[src/rtl/i2c_write_sequencer.sv]
// Write-only I2C transaction sequencer: generates START/STOP itself and hands
// the address byte and each data byte to the TX byte controller.
module i2c_write_sequencer (
   input  logic       i_clk,
   input  logic       i_rst,
   input  logic       i_tick,
   input  logic       i_start,
   input  logic [6:0] i_addr,
   input  logic [7:0] i_len,
   input  logic [7:0] i_wr_data,
   input  logic       i_wr_valid,
   output logic       o_wr_ready,
   input  logic       i_scl,
   output logic       o_tx_start,
   output logic [7:0] o_tx_data,
   input  logic       i_tx_done,
   input  logic       i_tx_error,
   output logic       o_seq_sda,
   output logic       o_seq_scl,
   output logic       o_line_sel,
   output logic       o_busy,
   output logic       o_done,
   output logic       o_nack,
   output logic [7:0] o_bytes_sent
);

   typedef enum logic [2:0] {
      S_IDLE,
      S_START,
      S_ADDR,
      S_DATA_WAIT,
      S_DATA,
      S_STOP,
      S_DONE
   } state_t;

   state_t     state, state_d;
   logic [1:0] step, step_d;
   logic [6:0] addr_q, addr_d;
   logic [7:0] remaining, remaining_d;
   logic       nack_q, nack_d;
   logic       sda_q, sda_d;
   logic       scl_q, scl_d;
   logic       tx_start_q, tx_start_d;
   logic [7:0] tx_data_q, tx_data_d;
   logic [7:0] sent_q, sent_d;

   // NOTE: every register updates with <= so all of them see the pre-edge values.
   always_ff @(posedge i_clk) begin
      if (i_rst) begin
         state      <= S_IDLE;
         step       <= 2'd0;
         addr_q     <= 7'd0;
         remaining  <= 8'd0;
         nack_q     <= 1'b0;
         sda_q      <= 1'b1;
         scl_q      <= 1'b1;
         tx_start_q <= 1'b0;
         tx_data_q  <= 8'd0;
         sent_q     <= 8'd0;
      end else begin
         state      <= state_d;
         step       <= step_d;
         addr_q     <= addr_d;
         remaining  <= remaining_d;
         nack_q     <= nack_d;
         sda_q      <= sda_d;
         scl_q      <= scl_d;
         tx_start_q <= tx_start_d;
         tx_data_q  <= tx_data_d;
         sent_q     <= sent_d;
      end
   end

   // NOTE: every variable gets its default before the case so no path can infer a latch.
   always_comb begin
      state_d     = state;
      step_d      = step;
      addr_d      = addr_q;
      remaining_d = remaining;
      nack_d      = nack_q;
      sda_d       = sda_q;
      scl_d       = scl_q;
      tx_start_d  = 1'b0;
      tx_data_d   = tx_data_q;
      sent_d      = sent_q;

      case (state)
         S_IDLE: begin
            sda_d  = 1'b1;
            scl_d  = 1'b1;
            step_d = 2'd0;
            if (i_start) begin
               addr_d      = i_addr;
               remaining_d = i_len;
               sent_d      = 8'd0;
               nack_d      = 1'b0;
               state_d     = S_START;
            end
         end

         S_START: begin
            if (i_tick) begin
               case (step)
                  2'd0: begin
                     sda_d  = 1'b1;
                     scl_d  = 1'b1;
                     step_d = 2'd1;
                  end
                  // A slave stretching SCL low keeps us here.
                  2'd1: if (i_scl) step_d = 2'd2;
                  2'd2: begin
                     sda_d  = 1'b0;
                     step_d = 2'd3;
                  end
                  default: begin
                     scl_d      = 1'b0;
                     step_d     = 2'd0;
                     tx_start_d = 1'b1;
                     tx_data_d  = {addr_q, 1'b0};
                     state_d    = S_ADDR;
                  end
               endcase
            end
         end

         S_ADDR: begin
            if (i_tx_error) begin
               nack_d  = 1'b1;
               step_d  = 2'd0;
               state_d = S_STOP;
            end else if (i_tx_done) begin
               step_d  = 2'd0;
               state_d = (remaining != 8'd0) ? S_DATA_WAIT : S_STOP;
            end
         end

         S_DATA_WAIT: begin
            if (i_wr_valid) begin
               tx_data_d   = i_wr_data;
               remaining_d = remaining - 8'd1;
               tx_start_d  = 1'b1;
               state_d     = S_DATA;
            end
         end

         S_DATA: begin
            if (i_tx_error) begin
               nack_d  = 1'b1;
               step_d  = 2'd0;
               state_d = S_STOP;
            end else if (i_tx_done) begin
               sent_d  = sent_q + 8'd1;
               step_d  = 2'd0;
               state_d = (remaining != 8'd0) ? S_DATA_WAIT : S_STOP;
            end
         end

         S_STOP: begin
            if (i_tick) begin
               case (step)
                  2'd0: begin
                     sda_d  = 1'b0;
                     scl_d  = 1'b0;
                     step_d = 2'd1;
                  end
                  2'd1: begin
                     scl_d  = 1'b1;
                     step_d = 2'd2;
                  end
                  2'd2: if (i_scl) step_d = 2'd3;
                  default: begin
                     sda_d   = 1'b1;
                     step_d  = 2'd0;
                     state_d = S_DONE;
                  end
               endcase
            end
         end

         S_DONE: state_d = S_IDLE;

         default: state_d = S_IDLE;
      endcase
   end

   // The byte controller owns the lines only while a byte is in flight or pending.
   assign o_line_sel   = !(state == S_ADDR || state == S_DATA_WAIT || state == S_DATA);
   assign o_wr_ready   = (state == S_DATA_WAIT);
   assign o_busy       = (state != S_IDLE);
   assign o_done       = (state == S_DONE);
   assign o_nack       = (state == S_DONE) && nack_q;
   assign o_seq_sda    = sda_q;
   assign o_seq_scl    = scl_q;
   assign o_tx_start   = tx_start_q;
   assign o_tx_data    = tx_data_q;
   assign o_bytes_sent = sent_q;

endmodule

[config.mk]
export PLATFORM = sky130hd
export DESIGN_NAME = i2c_write_sequencer
export DESIGN_NICKNAME = d
export VERILOG_FILES = /design/src/rtl/i2c_write_sequencer.sv
export SDC_FILE = /design/constraint.sdc
export NUM_CORES = 1
export LEC_CHECK = 0
export CELL_PAD_IN_SITES_DETAIL_PLACEMENT = 2
export CELL_PAD_IN_SITES_GLOBAL_PLACEMENT = 2
export CORE_ASPECT_RATIO = 0.9
export CORE_MARGIN = 2
export CORE_UTILIZATION = 31
export DETAILED_ROUTE_END_ITERATION = 8
export GPL_TIMING_DRIVEN = 0
export MAX_ROUTING_LAYER = met4
export PLACE_DENSITY = 0.86
export SKIP_CTS_REPAIR_TIMING = 1
export SYNTH_ARGS = -nofsm -noshare
export SYNTH_HDL_FRONTEND = slang
export SYNTH_SLANG_ARGS = --single-unit
export TNS_END_PERCENT = 50
[constraint.sdc]
create_clock -name i_clk -period 4.7 [get_ports i_clk]
set_clock_uncertainty 0.15 [all_clocks]
set_input_delay 0.705 -clock i_clk [delete_from_list [all_inputs] [get_ports i_clk]]
set_output_delay 0.705 -clock i_clk [all_outputs]
set_load 0.02 [all_outputs]
* After elaboration in Yosys (flattened, before gate mapping)
Cells that the tools add are included.
** Word-level totals
- Register bits :: 40
- Bits in read-only memories :: 0
- RAM bits :: 0
- Output and inout bits :: 24
- Memories kept :: 0
- Bits in latches :: 0
** Cells by class
- Bitwise logic cells :: 0
- Mux-type cells :: 47
- $mul :: 0
- Equal/unequal tests :: 24
- Reductions and logical operators :: 26
- Shift-type cells :: 0
- Add/sub/neg operators :: 2
- Div/mod/pow operators :: 0
- $lt $le $gt $ge :: 0
** Operator list (number)
- 2-to-1 mux 8 bit :: 8
- case mux 8 bit (2 select lines) :: 3
- 2-to-1 mux 3 bit :: 9
- inequality test 2 bit, second input constant :: 10
- case mux 3 bit (5 select lines) :: 1
- 2-to-1 mux 2 bit :: 6
- case mux 1 bit (2 select lines) :: 6
- case mux 2 bit (3 select lines) :: 2
- AND reduction 5 bit :: 2
- equality test 3 bit, second input constant :: 3
- 2-to-1 mux 1 bit :: 9
- inequality test 3 bit, second input constant :: 3
- adder 8 x 1 -> 8 bit, second input constant :: 1
- case mux 2 bit (4 select lines) :: 1
- AND reduction 4 bit :: 2
- nonzero test 2 bit :: 4
- nonzero test 8 bit :: 1
- subtractor 8 x 1 -> 8 bit, second input constant :: 1
- AND reduction 7 bit :: 1
- equality test 3 x 2 -> 1 bit, second input constant :: 2
- inequality test 3 x 1 -> 1 bit, second input constant :: 2
- case mux 1 bit (3 select lines) :: 2
- AND reduction 3 bit :: 2
- AND reduction 6 bit :: 1
- 14 further kinds :: 17

* Depth between registers and ports, before layout
Gate-level depths: netlist (run 1).
- Depth in word-level cells :: 5
- Mapped depth :: 7
- Gate-level depth less buffers :: 6

* Worst setup path after synthesis (run 1)
OpenSTA, ideal clock, no wires.
- Path kind :: reg-to-output
- From :: register state[2]
- To :: output o_nack
- Path slack :: 2.233 ns
- Required time :: 3.845 ns
- Stages on the path, launching flop included :: 7
- Data arrival time :: 1.612 ns
- Cell sequence :: dfxtp_1 -> buf_4 -> buf_2 -> buf_2 -> nand2_1 -> nor2_1 -> and2_1
** Between the ends
- Word-level cells in the longest chain between the ends :: 2
** RTL lines
- start: declaration :: line 37 : state_t state, state_d;
- start signal: assignment :: line 62 : state <= state_d;
- equality test 3 bit
- named net o_done :: line 22 : output logic o_done,
- logical AND 1 bit :: line 192 : assign o_nack = (state == S_DONE) && nack_q;
- end: declaration :: line 23 : output logic o_nack,
The timed path passes the listed nets, and every way through them passes these cells.

* Worst setup path in the final report (run 1)
- From :: register state[2]
- To :: output o_nack
** Between the ends
- Word-level cells in the longest chain between the ends :: 2
** RTL lines (line)
- equality test 3 bit :: 192
- logical AND 1 bit :: 192
No other way between the ends.

==> metrics, run 1 <==
crit share post-route 70.52%; total gr overflow 0; Clock Sinks 40; startpoint types register; Yosys top cell by area dfxtp_1; Fin. Hold Viols 0; vias in the first global route 2,539; Longest Clk Path Bufs 2; GR Util All Layers 20.53%; Slew @ Worst Pin 865.0 ps; reg2reg path depth 6; sequential element share of the synthesized area 35.48%; max-slew violation count 0; CTS tree yes; first-pass GRT wire length 12,700 um; status finished, final reports clean; Critical Path, Cell by Cell buf_4 > buf_2 > buf_2 > nand2_1 > nor2_1 > and2_1 > clkdlybuf4s50_1; largest net degree at the start of global routing 14; hold path cells 2; flops & latches, synth 40; Starting Density 32.07%; slowest stage delay, CP 590 ps; CP dominant cell by count buf_2; Filler Cell Count 803; count of cell types in the netlist 53; Core ar. 0.007039 sq mm; R2R Setup Slk 2650 ps; FMAX 301.7 MHz; most frequently used flop master after synthesis dfxtp_1; Tmin final 3314 ps; syn_area_per_cell 8.486 sq um; Post-route DRC 0; RSZ-0062 raised after global routing no; clk root buf clkbuf_8; TritonRoute pass-1 iters 4; HPWL after DPL 5322 um; Via density 5.431; Post-synth EDFFs 0; post-layout util 42.98%; WL/cell 17.66 um; Crit. End Element primary output; via count 2,281; Slew headroom 42.02%; fraction of registers with async set/reset 0%; share of cells above drive strength 1 7.951%; die width 93.95 um; Ant. Diodes 0; placed cell count 412; Max FO, Critical Path 10; clk slew on worst S/H paths 90 ps; PortBufs 53; synth top area cells dfxtp_1, nor2_1, mux2i_1, ha_1, nand2_1; Synth Instances 266; row cnt 29; Placer Congestion 0.7892; Worst-Skew Late Latency 310 ps; initial DRC count 43; maximum VDD drop 166.3 uV; slowest cell on the critical path clkdlybuf4s50_1; P per Cell Area 442.5 mW/mm^2; min-delay worst type reg2reg; CTS buffer count 5; Yosys warning total 0; final wirelength 7418 um; DIE AREA 0.007981 sq mm; number of max-cap violations 0; H-tree Lvls 2; Final Non-Filler Cells 420; syn_nets 304; Critical Path RT 3850 ps; critical path class reg2out; post-synth top area share 35.48%; Area Growth Syn to Fin 34.04%; setup TNS 0 ps; die height 84.95 um; Post-DRT Antenna Nets 0; IO Count 55; Final nets 364; Leak 0.001070 uW; Setup-failing EPs final 0; initial antenna violation count 0; CP Data Arrival Time 2460 ps; cell area after synthesis 0.002257 sq mm
[cells by family (layout without fill, tap and decap cells)]
family / count (synthesis) / after routing / synth area share [%]
AO/OA/AOI/OAI: 69 / 69 / 22.62
XOR/XNOR: 6 / 6 / 2.328
adder cells (fa/ha/maj): 7 / 7 / 3.880
buffers and inverters: 26 / 87 / 5.821
flip-flops: 40 / 40 / 35.48
multiplexers: 11 / 11 / 4.878
AND/OR/NAND/NOR: 107 / 107 / 25.00
[report_power, final]
group | switching [uW] | total (uW) | internal, uW
clock | 139 | 313 | 174
combinational | 344 | 593 | 249
sequential | 40.9 | 433 | 392
total | 524 | 1340 | 815
[layer usage]
layer / global-route usage, % / routed length (um) / vias up
met5: - / 0 / -
met4: 3.953 / 55 / 0
met3: 3.286 / 308 / 7
met2: 34.29 / 3590 / 54
met1: 26.48 / 3464 / 1131
li1: - / - / 1089
[cell type report]
type | instances | area [sq um] | share of cell area (%)
Tap cell | 93 | 116.4 | 3.846
Clock inverter | 2 | 38.79 | 1.282
Buffer | 18 | 101.3 | 3.350
Inverter | 8 | 30.03 | 0.9926
Timing Repair Buffer | 53 | 530.5 | 17.54
Sequential cell | 40 | 800.8 | 26.47
Clock buffer | 6 | 82.58 | 2.730
Multi-Input combinational cell | 200 | 1325 | 43.80
[Yosys cell counts, drive strengths merged, types with 2 or more instances]
cell type	instances
dfxtp	40
nor2	33
nand2	20
o21ai	14
a21oi	13
buf	11
mux2i	11
a211oi	10
inv	8
a311oi	7
and2	7
clkbuf	7
ha	7
nand3	6
nor3	6
a21o	5
nand2b	5
nor3b	5
xor2	5
a31oi	3
nand3b	3
o2111ai	3
o211ai	3
or3	3
a311o	2
a32o	2
and3	2
and3b	2
and4	2
nand4	2
nor2b	2
nor4	2
nor4b	2
o41ai	2
or2	2
[through the flow]
stage	total power (uW)	instance area [sq um]	hold WS (ps)	worst slack (ps)
2_1_floorplan	837.6	2257	307.7	2233
3_3_place_gp	1002	2904	314.1	1733
3_5_place_dp	1024	2904	325.3	1711
4_1_cts	1345	3025	345.2	1356
5_1_grt	1432	3025	367.2	1254
6_report	1339	3025	340.6	1386
[worst paths after layout]
kind                  start           end
setup / recovery   state[2]        o_nack
hold / removal    addr_q[1]  o_tx_data[2]
setup reg to reg    step[0]  o_tx_data[7]
hold reg to reg   addr_q[1]  o_tx_data[2]
[layout by cell type (no fill, tap or decap), drive strengths merged, types with 3 or more instances in the layout]
master / instances
nor3b: 5
nor3: 6
a21o: 5
a311oi: 7
clkdlybuf4s50: 53
a31oi: 3
dfxtp: 40
or3: 3
mux2i: 11
ha: 7
a21oi: 13
o2111ai: 3
and2: 7
a211oi: 10
nand3b: 3
clkbuf: 13
xor2: 5
nor2: 33
nand3: 6
o21ai: 14
inv: 8
nand2b: 5
buf: 11
nand2: 20
o211ai: 3
[flip-flops by register name, summed over array words and instances (netlist names)]
signal / flops
addr_q: 7
nack_q: 1
o_bytes_sent: 8
o_seq_scl: 1
o_seq_sda: 1
o_tx_data: 8
o_tx_start: 1
remaining: 8
state: 3
step: 2
[critical path: cells and delay by family (launching register included)]
kind	cells	cell delay [ps]
buffers and inverters	4	1310
flip-flops	1	320
AND/OR/NAND/NOR	3	530
(Power assumes the default switching activity.)
==> run 2: changes to the inputs <==
- CORE_UTILIZATION: 31 -> 26
- PLACE_DENSITY: 0.86 -> 0.77
- clock period: 4.7 -> 2.8 ns (I/O delays scaled with it)
==> run 2 against run 1 <==
First-iteration DRC count decreased by 9.3%. Cell count up 6.2%. Hold slack gained 1.2 ps. Register-to-register slack got worse by 1900 ps. Power rose by 66%. Clock power is 62% higher. Routed wire length shrank 2.6%. Critical path depth down 2. Highest routed layer unchanged.
==> metrics, run 2 (synthesis gave the netlist of run 1 again) <==
clk root buf clkbuf_8; Filler Cell Count 1,001 (+25%); CP Data Arrival Time 2130 ps (-330 ps); most common library cell in the layout ignoring fill and taps clkdlybuf4s50_1; slowest cell on the critical path clkdlybuf4s50_1; internal power 1344 uW (+65%); clk slew on worst S/H paths 90 ps (about the same); placed cell count 438 (+6.3%); Area Growth Syn to Fin 36.03%; total gr overflow 0 (unchanged); Clk pwr share 22.9% (-0.5 points); Worst-Skew Late Latency 300 ps (about the same); Comb pwr share 44.4% (about the same); Max FO, Critical Path 10 (unchanged); initial antenna violation count 0 (unchanged); largest net degree at the start of global routing 15 (+1); Tot Pwr 2217 uW (+66%); cell family with most CP delay buffers and inverters; DIE AREA 0.009444 sq mm (+18%); maximum VDD drop 249.4 uV (+50%); most frequent cells in the layout clkdlybuf4s50_1, dfxtp_1, nor2_1, nand2_1, o21ai_0; P per Cell Area 722.0 mW/mm^2 (+63%); die width 102.2 um (+8.8%); status finished, final reports clean; max-slew violation count 0 (unchanged); Post-DRT Antenna Nets 0 (unchanged); critical path class reg2out; Slew headroom 46.67% (+4.6 points); initial DRC count 39 (-9.3%); WL/cell 16.19 um (-8.3%); Crit. End Element primary output; Tmin final 2697 ps; buffers and inverters on the worst path 4 (unchanged); Critical Path RT 2230 ps (-1620 ps); startpoint types register; CTS tree yes; RSZ-0062 raised after global routing no; Placer Congestion 0.8119 (+2.9%); Clock Sinks 40 (unchanged); Longest Clk Path Bufs 2 (unchanged); Critical Path, Cell by Cell buf_4 > clkbuf_4 > clkbuf_4 > mux2i_1 > clkdlybuf4s50_1; CP dominant cell by count clkbuf_4; Final Non-Filler Cells 446 (+6.2%); switching share of total power 39.36% (+0.21 points); FMAX 370.8 MHz; row cnt 32 (+10%); Via density 4.966 (-8.6%); die height 92.40 um (+8.8%); Post-route DRC 0 (unchanged); IO Count 55 (unchanged); R2R Setup Slk 780 ps (-1870 ps); vias in the first global route 2,331 (-8.2%); min-delay worst type reg2reg; Slew @ Worst Pin 795.7 ps (-69.28 ps); CTS buffer count 5 (unchanged); Core ar. 0.008488 sq mm (+21%); Starting Density 26.59% (-5.5 points); TritonRoute pass-1 iters 3 (-1); number of max-cap violations 0 (unchanged); Final nets 364 (unchanged); slowest stage delay, CP 620 ps (+30 ps); crit share post-route 96.31%; Ant. Diodes 0 (unchanged); part of the power in registers 32.7% (+0.4 points); Setup-failing EPs final 0 (unchanged); HPWL after DPL 5437 um (+2.2%); PortBufs 53 (unchanged); share of cells above drive strength 1 8.869% (+0.92 points); final wirelength 7222 um (-2.6%); via count 2,215 (-2.9%); GR Util All Layers 16.52% (-4.0 points); Fin. Hold Viols 0 (unchanged); Leak 0.001132 uW (+5.8%); Min Hold Slack 341.9 ps (+1.235 ps); first-pass GRT wire length 11,910 um (-6.2%); H-tree Lvls 2 (unchanged); post-layout util 36.17% (-6.8 points); NetSw 872.5 uW (+67%)
[run 2: power groups by stage]
stage / registers, uW / clock network, uW / logic [uW]
global route: 740 / 553 / 1100
finish: 726 / 507 / 984
CTS: 727 / 528 / 995
global placement: 734 / 0 / 958
floorplan: 744 / 0 / 662
detailed placement: 737 / 0 / 990
[run 2: through the flow]
| stage | setup WS, ps | setup TNS [ps] | instance area [sq um] |
|---|---|---|---|
| 5_1_grt | 4.176 | 0 | 3070 |
| 3_3_place_gp | 124.1 | 0 | 2937 |
| 4_1_cts | -294.0 | -549.0 | 3052 |
| 2_1_floorplan | 618.4 | 0 | 2257 |
| 6_report | 103.2 | 0 | 3070 |
| 3_5_place_dp | 55.35 | 0 | 2937 |
[run 2: routing by layer]
metal | routed length [um] | GRT usage [%]
met1 | 3511 | 21.62
met2 | 3353 | 26.43
met4 | 67 | 3.778
met5 | 0 | -
met3 | 290 | 3.170
[run 2: area by class of cell]
class	instances	area [sq um]	area share, %
repair buffers	53	540.5	17.60
inverters	8	30.03	0.9780
flip-flops and latches	40	800.8	26.08
multi-input cells	200	1328	43.24
plain buffers	18	107.6	3.504
clock buffers	5	68.82	2.241
clock inverters	3	46.29	1.508
well taps	119	148.9	4.849
[run 2: tightest hold or removal path: stages, from the launching register on]
cell      delay [ps]
dfxtp_1          330
nand2b_1          70
a21oi_1           50
[run 2: final timing paths]
kind / start / end / cells past startpoint
setup / recovery: state[2] / o_line_sel / 5
hold / removal: o_tx_data[0] / o_tx_data[0] / 2
setup reg to reg: step[0] / step[0] / 6
hold reg to reg: o_tx_data[0] / o_tx_data[0] / 2
==> run 3: changes to the inputs <==
- SLEW_MARGIN: not set -> 40
- clock period: 2.8 -> 2.37 ns (I/O delays scaled with it)
==> run 3 against run 2 <==
Sequential share of layout area is 0.12 points higher. Global-route usage stayed put. Utilization is 0.16 points lower. Combinational power is 18% higher. Cell area is 0.45% lower. Cell count stayed put. Clock power is 18% higher. Power is 18% higher. Flip-flop and latch count stayed put. Highest routed layer unchanged.
==> metrics, run 3 (synthesis gave the netlist of run 1 again) <==
maximum VDD drop 295.2 uV (+18%); R2R Setup Slk 300 ps (-480 ps); share of cells above drive strength 1 9.786% (+0.92 points); Tot Pwr 2620 uW (+18%); vias in the first global route 2,331 (unchanged); Post-route DRC 0 (unchanged); die height 92.40 um (unchanged); clk slew on worst S/H paths 100 ps (about the same); Starting Density 26.59% (unchanged); number of max-cap violations 0 (unchanged); Via density 4.984 (+0.36%); WL/cell 16.24 um (+0.32%); clk root buf clkbuf_8; hold_sp o_tx_data[0]; hold path endpoint o_tx_data[0]; Filler Cell Count 999 (-0.20%); FMAX 433.3 MHz; max-slew violation count 0 (unchanged); met3 WL 288 um (-0.69%); CP Data Arrival Time 1800 ps (-330 ps); IO Count 55 (unchanged); min-delay worst type reg2reg; Post-DRT Antenna Nets 0 (unchanged); Max FO, Critical Path 10 (unchanged); Area Growth Syn to Fin 35.42%; total gr overflow 0 (unchanged); die width 102.2 um (unchanged); largest net degree at the start of global routing 15 (unchanged); GR Util All Layers 16.52% (unchanged); FF/Latch Area 800.8 sq um (unchanged); Setup-failing EPs final 0 (unchanged); HPWL after DPL 5437 um (unchanged); Crit. End Element primary output; CTS tree yes; Place WS -310.2 ps (-365.5 ps); WL met1 3524 um (+0.37%); Fin. Hold Viols 0 (unchanged); first-pass GRT wire length 11,910 um (unchanged); TritonRoute pass-1 iters 4 (+1); crit share post-route 97.37%; setup ws final 62.27 ps (-40.93 ps); top routing layer in use met4; RSZ-0062 raised after global routing yes; via count 2,223 (+0.36%); Clock Sinks 40 (unchanged); Leak 0.001082 uW (-4.4%); Final nets 364 (unchanged); most frequent cells in the layout clkdlybuf4s50_1, dfxtp_1, nor2_1, nand2_1, o21ai_0; Critical Path RT 1860 ps (-370 ps); status finished, final reports clean; Met2 Wirelength 3364 um (+0.33%); critical path class reg2out; Design Area, Final 0.003057 sq mm (-0.45%); Slew @ Worst Pin 795.7 ps (-0.008702 ps); H-tree Lvls 2 (unchanged); Ant. Diodes 0 (unchanged); initial antenna violation count 0 (unchanged); Multi-input gate area 0.001328 sq mm (unchanged); PortBufs 53 (unchanged); startpoint types register; P per Cell Area 857.2 mW/mm^2 (+19%); Longest Clk Path Bufs 2 (unchanged); most common library cell in the layout ignoring fill and taps clkdlybuf4s50_1; Area after DPL 0.002937 sq mm (unchanged); reg2reg end step[0]; final wirelength 7245 um (+0.32%); r2r startpoint step[0]; Slew headroom 46.67% (about the same); Placer Congestion 0.8119 (unchanged); row cnt 32 (unchanged); initial DRC count 39 (unchanged); Worst-Skew Late Latency 300 ps (about the same); CTS buffer count 5 (unchanged); Tmin final 2308 ps; reg2reg path depth 6 (unchanged); Core ar. 0.008488 sq mm (unchanged); hold path cells 2 (unchanged); DIE AREA 0.009444 sq mm (unchanged)
-- run 3: how the worst max path moves through the flow --
stage               depth (start not counted)  slack (ps)     end  startpoint
global placement                            7        -240  o_nack    state[2]
finish                                      7          60  o_nack    state[2]
CTS                                         7        -660  o_nack    state[2]
floorplan                                   6         250  o_nack    state[2]
detailed placement                          7        -310  o_nack    state[2]
global route                                7         -40  o_nack    state[2]
-- run 3: layout make-up --
cell class | instances | share of cell area [%]
multi-input combinational | 200 | 43.43
buffer | 18 | 3.725
tap | 119 | 4.871
timing repair buffer | 53 | 17.03
clock buffer | 5 | 2.251
clock inverter | 3 | 1.515
inverter | 8 | 0.9824
sequential | 40 | 26.20
-- run 3: worst max-delay path, cell delays in order, from the launching register on --
cell      delay [ps]
dfxtp_1          330
buf_4            190
buf_4            210
buf_6            170
nand2_1          110
nor2_2           180
and2_1           150
clkbuf_2         160
-- run 3: power breakdown --
group	internal (uW)	switching, uW	total [uW]
clock network	318	282	600
logic	493	670	1160
registers	777	80.4	858
-- run 3: through the flow --
step | utilization (%) | cells | setup TNS [ps] | hold WS, ps
after detailed placement | 34.60 | 438 | -1434 | 323.7
after floorplan | - | 266 | 0 | 307.7
after global placement | 34.60 | 438 | -1475 | 313.2
final | 36.01 | 446 | 0 | 341.9
after CTS | 35.95 | 446 | -2309 | 342.0
after global routing | 36.01 | 446 | -42.82 | 371.0
-- run 3: routing by layer --
metal	GRT usage (%)	vias to the layer above
li1	-	1087
met1	21.62	1083
met2	26.43	46
met3	3.170	7
met4	3.778	0
met5	-	-
